`src/rtl/intf_stage.sv`:
```
// rtl/intf_stage.sv - cascaded 2-phase click-stage bundled-data pipeline
//
// Purpose:
//   A chain of STAGES synchronous 2-phase "click" stages. Each stage owns a
//   request flop and a data register. A stage captures a new token when its
//   input channel carries a pending token and its output channel is empty.
//   All handshakes are transition-signalled: every toggle of a request is one
//   new token, and every toggle of an acknowledge releases one token.
//
// Ports:
//   clk     in   1      rising-edge clock, all state updates on this edge
//   rst     in   1      asynchronous active-high reset, clears every stage
//   a_req   in   1      input channel request (toggle = new token)
//   a_data  in   WIDTH  input channel data, valid while a_req != a_ack
//   a_ack   out  1      input channel acknowledge (request flop of stage 0)
//   b_req   out  1      output channel request (request flop of last stage)
//   b_data  out  WIDTH  output channel data, valid while b_req != b_ack
//   b_ack   in   1      output channel acknowledge from the consumer
//
// Inputs are assumed synchronous to clk; there are no synchronizers.

module intf_stage #(
  parameter int WIDTH  = 8,
  parameter int STAGES = 3
) (
  input  logic             clk,
  input  logic             rst,
  input  logic             a_req,
  input  logic [WIDTH-1:0] a_data,
  output logic             a_ack,
  output logic             b_req,
  output logic [WIDTH-1:0] b_data,
  input  logic             b_ack
);

  if (STAGES < 1 || STAGES > 16) begin : g_bad_stages
    $error("intf_stage: STAGES must be in 1..16");
  end

  // Per-stage request flops and data registers.
  logic [STAGES-1:0] r;
  logic [WIDTH-1:0]  d [STAGES];

  // Request chain with both channel ends attached:
  //   chain[0]          = a_req   (request into stage 0)
  //   chain[k+1]        = r[k]
  //   chain[STAGES+1]   = b_ack   (acknowledge into the last stage)
  // Stage k then sees its input request at chain[k], its own flop at
  // chain[k+1] and its downstream flop at chain[k+2].
  logic [STAGES+1:0] chain;
  assign chain = {b_ack, r, a_req};

  // Data presented to each stage's input.
  logic [WIDTH-1:0] d_in [STAGES];

  // Fire terms use only pre-edge values. Neighbouring stages can never fire
  // together: stage k firing needs r[k] == r[k+1], stage k+1 firing needs
  // r[k] != r[k+1]. This is what lets d[k-1] be sampled safely by stage k,
  // since stage k-1 cannot overwrite it on the same edge.
  logic [STAGES-1:0] fire;

  always_comb begin
    fire = '0;
    for (int k = 0; k < STAGES; k++) begin
      fire[k] = (chain[k] != chain[k+1]) && (chain[k+1] == chain[k+2]);
    end
  end

  always_comb begin
    for (int k = 0; k < STAGES; k++) begin
      d_in[k] = '0;
    end
    d_in[0] = a_data;
    for (int k = 1; k < STAGES; k++) begin
      d_in[k] = d[k-1];
    end
  end

  always_ff @(posedge clk or posedge rst) begin
    if (rst) begin
      r <= '0;
      for (int k = 0; k < STAGES; k++) begin
        d[k] <= '0;
      end
    end else begin
      for (int k = 0; k < STAGES; k++) begin
        if (fire[k]) begin
          r[k] <= ~r[k];
          d[k] <= d_in[k];
        end
      end
    end
  end

  // Outputs come straight from flops, so no input reaches an output
  // combinationally.
  assign a_ack  = r[0];
  assign b_req  = r[STAGES-1];
  assign b_data = d[STAGES-1];

endmodule

```
`config.mk`:
```
export PLATFORM = sky130hd
export DESIGN_NAME = intf_stage
export DESIGN_NICKNAME = d
export VERILOG_FILES = /design/src/rtl/intf_stage.sv
export SDC_FILE = /design/constraint.sdc
export NUM_CORES = 1
export LEC_CHECK = 0
export BUFFER_PORTS_ARGS = -buffer_cell sky130_fd_sc_hd__buf_4
export CAP_MARGIN = 10
export CELL_PAD_IN_SITES_DETAIL_PLACEMENT = 0
export CELL_PAD_IN_SITES_GLOBAL_PLACEMENT = 1
export CORE_UTILIZATION = 43
export DETAILED_ROUTE_END_ITERATION = 8
export GPL_TIMING_DRIVEN = 0
export HOLD_SLACK_MARGIN = 0.05
export PLACE_DENSITY_LB_ADDON = 0.1
export REMOVE_ABC_BUFFERS = 1
export SETUP_SLACK_MARGIN = 0.2
export SYNTH_ARGS = -nofsm -noshare
export SYNTH_HDL_FRONTEND = slang
export SYNTH_SLANG_ARGS = --single-unit
```
`constraint.sdc`:
```
create_clock -name clk -period 1.5 [get_ports clk]
set_input_delay 0.15 -clock clk [delete_from_list [all_inputs] [get_ports clk]]
set_output_delay 0.15 -clock clk [all_outputs]
set_load 0.005 [all_outputs]
```
; ---- Yosys cells after proc, flatten, opt, wreduce, memory -nomap -nowiden
; Cells that the tools add are included.
[op_classes]
n_eq_ne = 6
n_bitwise = 3
n_reduce_logical = 3
[ops]
columns = operator, n
row1 = $eq 1x1->1, 3
row2 = $logic_and 1x1->1, 3
row3 = $ne 1x1->1, 3
row4 = $not 1->1, 3
[totals]
regBits = 27
inputBits = 12

; ---- Depth between registers and ports, before layout
[logic_depth]
word_depth = 2
depth_mapped = 4

; ---- Worst setup path before layout
; No wires, ideal clock.
[synth_timing]
path_type = register to register
start = register r[0]
end = register d[10] in the netlist's numbering
arrival_time_ps = 1241
synth_period_minus_slack_ps = 1366
required_time_ps = 1375
path_stages_with_launch = 4
slack_ps = 134
cell_sequence = dfrtp_1 buf_2 mux2i_4 mux2_2
[synth_between]
elab_chain_len = 2
[synth_rtl]
columns = item, line
row1 = start: declaration, 41  ; logic [STAGES-1:0] r;
row2 = start signal: indexed assignment, 88  ; r[k] <= ~r[k];
row3 = $ne 1x1->1, 65  ; fire[k] = (chain[k] != chain[k+1]) && (chain[k+1] == chain[k+2]);
row4 = $logic_and 1x1->1, 65
row5 = end signal: indexed assignment, 89  ; d[k] <= d_in[k];
row6 = end: declaration, 42  ; logic [WIDTH-1:0] d [STAGES];
; Every way passes these cells.
; A chain may end at the register's enable or synchronous reset.

; ---- Final worst setup path
[layout_timing]
start = register r[1]
end = register d, in the netlist b_data[6]
; Same word-level chain as after synthesis.

==> results.py <==
metrics = {
    "synthesis": {
        "yosys_warnings": 0,
        "ys_ff_latch": 27,
        "yosysSeqAreaShare_pct": 52.2,
        "avgSynthCellArea_um2": 12.6,
        "synth_cell_types": 23,
        "postSynthCellCount": 103,
        "yosys.area.top_type": "dfrtp_1",
        "synth_area_leaders": "dfrtp_1, mux2_2, mux2i_4, buf_4, nand2b_1",
        "synth_top_area_share_pct": 52.2,
        "syn_area_um2": 1290,
    },
    "clock_network": {
        "cts_tree": "done",
        "htreeDepth": 1,
        "cts_root_buf": "clkbuf_4",
        "cts_sinks": 27,
        "numCtsBuffers": 3,
        "clockBufferDepth": 2,
        "path_clk_slew_ns": 0.15,
        "clk_latency_ns": 0.32,
    },
    "global_route": {
        "grt_max_degree": 28,
        "grt_pass1_wl_um": 4330,
        "grt-ovfl-total": 0,
        "antenna_found_initial": 0,
        "grt_pass1_vias": 894,
        "grt_use_total_pct": 17.3,
    },
    "sta": {
        "slew_viol_final": 0,
        "setup_violations": 0,
        "hold_ws_ns": 0.0631,
        "worst_slew_pin_slew_ns": 1.02,
        "skew_ns": 0.00872,
        "maxSlewHeadroom_pct": 32.3,
        "setup_ws_ns": 0.0889,
        "layout_min_cycle_time_ns": 1.41,
        "fmaxAchievable_ghz": 0.709,
        "setup_tns_ns": 0,
        "rsz0062_at_grt": "yes",
        "timing.final.crit_share_pct": 94.1,
        "hold_viol_final": 0,
    },
    "setup_path": {
        "cp-start-kind": "register",
        "required_ns": 1.71,
        "path_max_fanout": 7,
        "critPathKind": "register to register",
        "cp.arrival_ns": 1.62,
        "cp-end-kind": "register",
    },
    "placement": {
        "dp_hpwl_um": 1440,
        "dp_slack_ns": -0.262,
        "gp_congestion": 0.658,
        "port_buffers": 21,
    },
    "power_and_ir_drop": {
        "vdd_drop_max_uv": 1210,
        "pwr_density_cell_nw_per_um2": 2270,
        "power.leakage_nw": 0.809,
        "p_total_mw": 4.09,
    },
    "run_status": {
        "status": "complete, but fails checks",
        "violations": "DRC",
    },
    "cells_and_area": {
        "nFillCells": 232,
        "seqCellArea_um2": 682,
        "synthToLayoutAreaGrowth_pct": 39.6,
        "antenna-diode-count": 0,
        "final_util_pct": 64.4,
        "multi_input_area_um2": 686,
        "drive_gt1_share_pct": 56.7,
        "nets": 147,
    },
    "routing": {
        "vias_per_cell": 5.35,
        "first_pass_iters": 6,
        "ant_nets": 0,
        "wirelength_um": 2530,
        "dr_total_vias": 882,
        "drc_errors": 2,
        "drt_iter0_markers": 12,
        "wl_per_cell_um": 15.3,
    },
    "floorplanning": {
        "num_io_pins": 22,
        "die_area_um2": 3230,
        "die_h_um": 56.9,
        "die_w_um": 56.9,
        "initial_core_util_pct": 46.1,
        "row_count": 19,
        "core_um2": 2810,
    },
    "run": {
        "drv_cap": 0,
    },
    "min_path": {
        "hold_class": "primary input to asynchronous set/reset pin",
    },
}
==> Yosys cell counts <==
master,instances
a211oi_1,4
and2_1,1
buf_2,3
buf_4,8
clkbuf_1,1
dfrtp_1,27
inv_1,2
maj3_1,1
mux2_2,19
mux2i_4,3
nand2_1,5
nand2b_1,5
nand3b_1,1
nor2_1,1
nor2b_1,4
nor3_1,5
nor3b_1,2
o21a_1,1
o21ai_0,2
o22ai_1,4
o311a_1,1
o31ai_1,1
o32ai_1,2
==> worst max-delay path, stage by stage, from the launching register on <==
cell	delay [ns]
dfrtp_2	0.47
buf_6	0.15
nand2b_4	0.06
mux2i_4	0.17
buf_12	0.16
mux2_4	0.30
==> cell families (layout without fill, tap and decap cells) <==
logic type	count (synthesis)	after routing	synth area share, %
and+or+nand+nor	24	24	10.3
AOI/OAI and AO/OA	15	15	8.32
adders and majority gates	1	1	0.774
buffers and inverters	14	45	6.67
muxes	22	22	21.8
DFF	27	27	52.2
==> area by class of cell <==
cell class | count | area share, %
clock buffers | 4 | 1.46
inverters | 2 | 0.416
well taps | 31 | 2.15
repair buffers | 39 | 20.2
flip-flops and latches | 27 | 37.8
multi-input cells | 62 | 38.0
==> routing by layer <==
layer	global-route usage (%)	wire (um)	vias to the layer above
li1	-	-	422
met1	25.3	1240	442
met2	26.9	1180	16
met3	2.76	89	2
met4	4.53	15	0
met5	0	0	-
==> placed cells by master, fill, tap and decap left out <==
cell           instances
maj3_1                 1
clkbuf_1               1
nand2b_4               4
buf_8                  1
dfrtp_1               24
o31ai_1                1
mux2i_4                3
nand2b_2               1
o311a_1                1
nand3b_1               1
dlygate4sd3_1          5
inv_1                  2
and2_4                 1
o22ai_1                4
buf_6                  4
nor3_1                 2
o32ai_4                1
clkbuf_4               3
o21ai_1                2
nand2_1                5
a211oi_1               2
mux2_4                16
nor2b_4                1
buf_12                 3
mux2_2                 3
nor3_2                 3
nor3b_1                2
o21a_1                 1
a211oi_2               2
nor2_1                 1
dfrtp_2                2
buf_4                 26
nor2b_1                3
dfrtp_4                1
o32ai_2                1
==> stage by stage <==
step / instances / cell area [um2]
floorplan: 91 / 1210
global placement: 143 / 1410
detailed placement: 143 / 1410
CTS: 158 / 1670
global route: 165 / 1810
finish: 165 / 1810
==> flip-flops by register name, summed over array words and instances (netlist names) <==
register	flops
d	16
b_data	8
r	3
==> worst paths after layout <==
path                       slack, ns  cells past startpoint   from        end
setup reg to reg                0.09                      5   r[1]  b_data[6]
hold / removal                  0.06                      2    rst       d[8]
min in group clk                0.12                      3  a_req       r[0]
setup / recovery                0.09                      5   r[1]  b_data[6]
hold reg to reg                 0.52                      1  d[10]  b_data[2]
max in group asynchronous       0.70                      2    rst       r[0]
==> timing repair <==
item / in CTS / in global routing
hold buffers: 0 / 5
setup buffers: 11 / 2
endpoints found under the hold margin: 0 / 5
gates resized for setup: 30 / 16
pin swaps: 1 / 2
setup endpoints to repair: 25 / 26
==> where the power goes <==
group	switching (mW)	leakage [nW]	total (mW)	internal, mW
clock	0.206	0.0150	0.309	0.104
sequential	0.335	0.308	1.46	1.12
combinational	0.799	0.486	2.32	1.52
total	1.34	0.809	4.09	2.75
No activity file was read; power rests on OpenSTA's default activity.
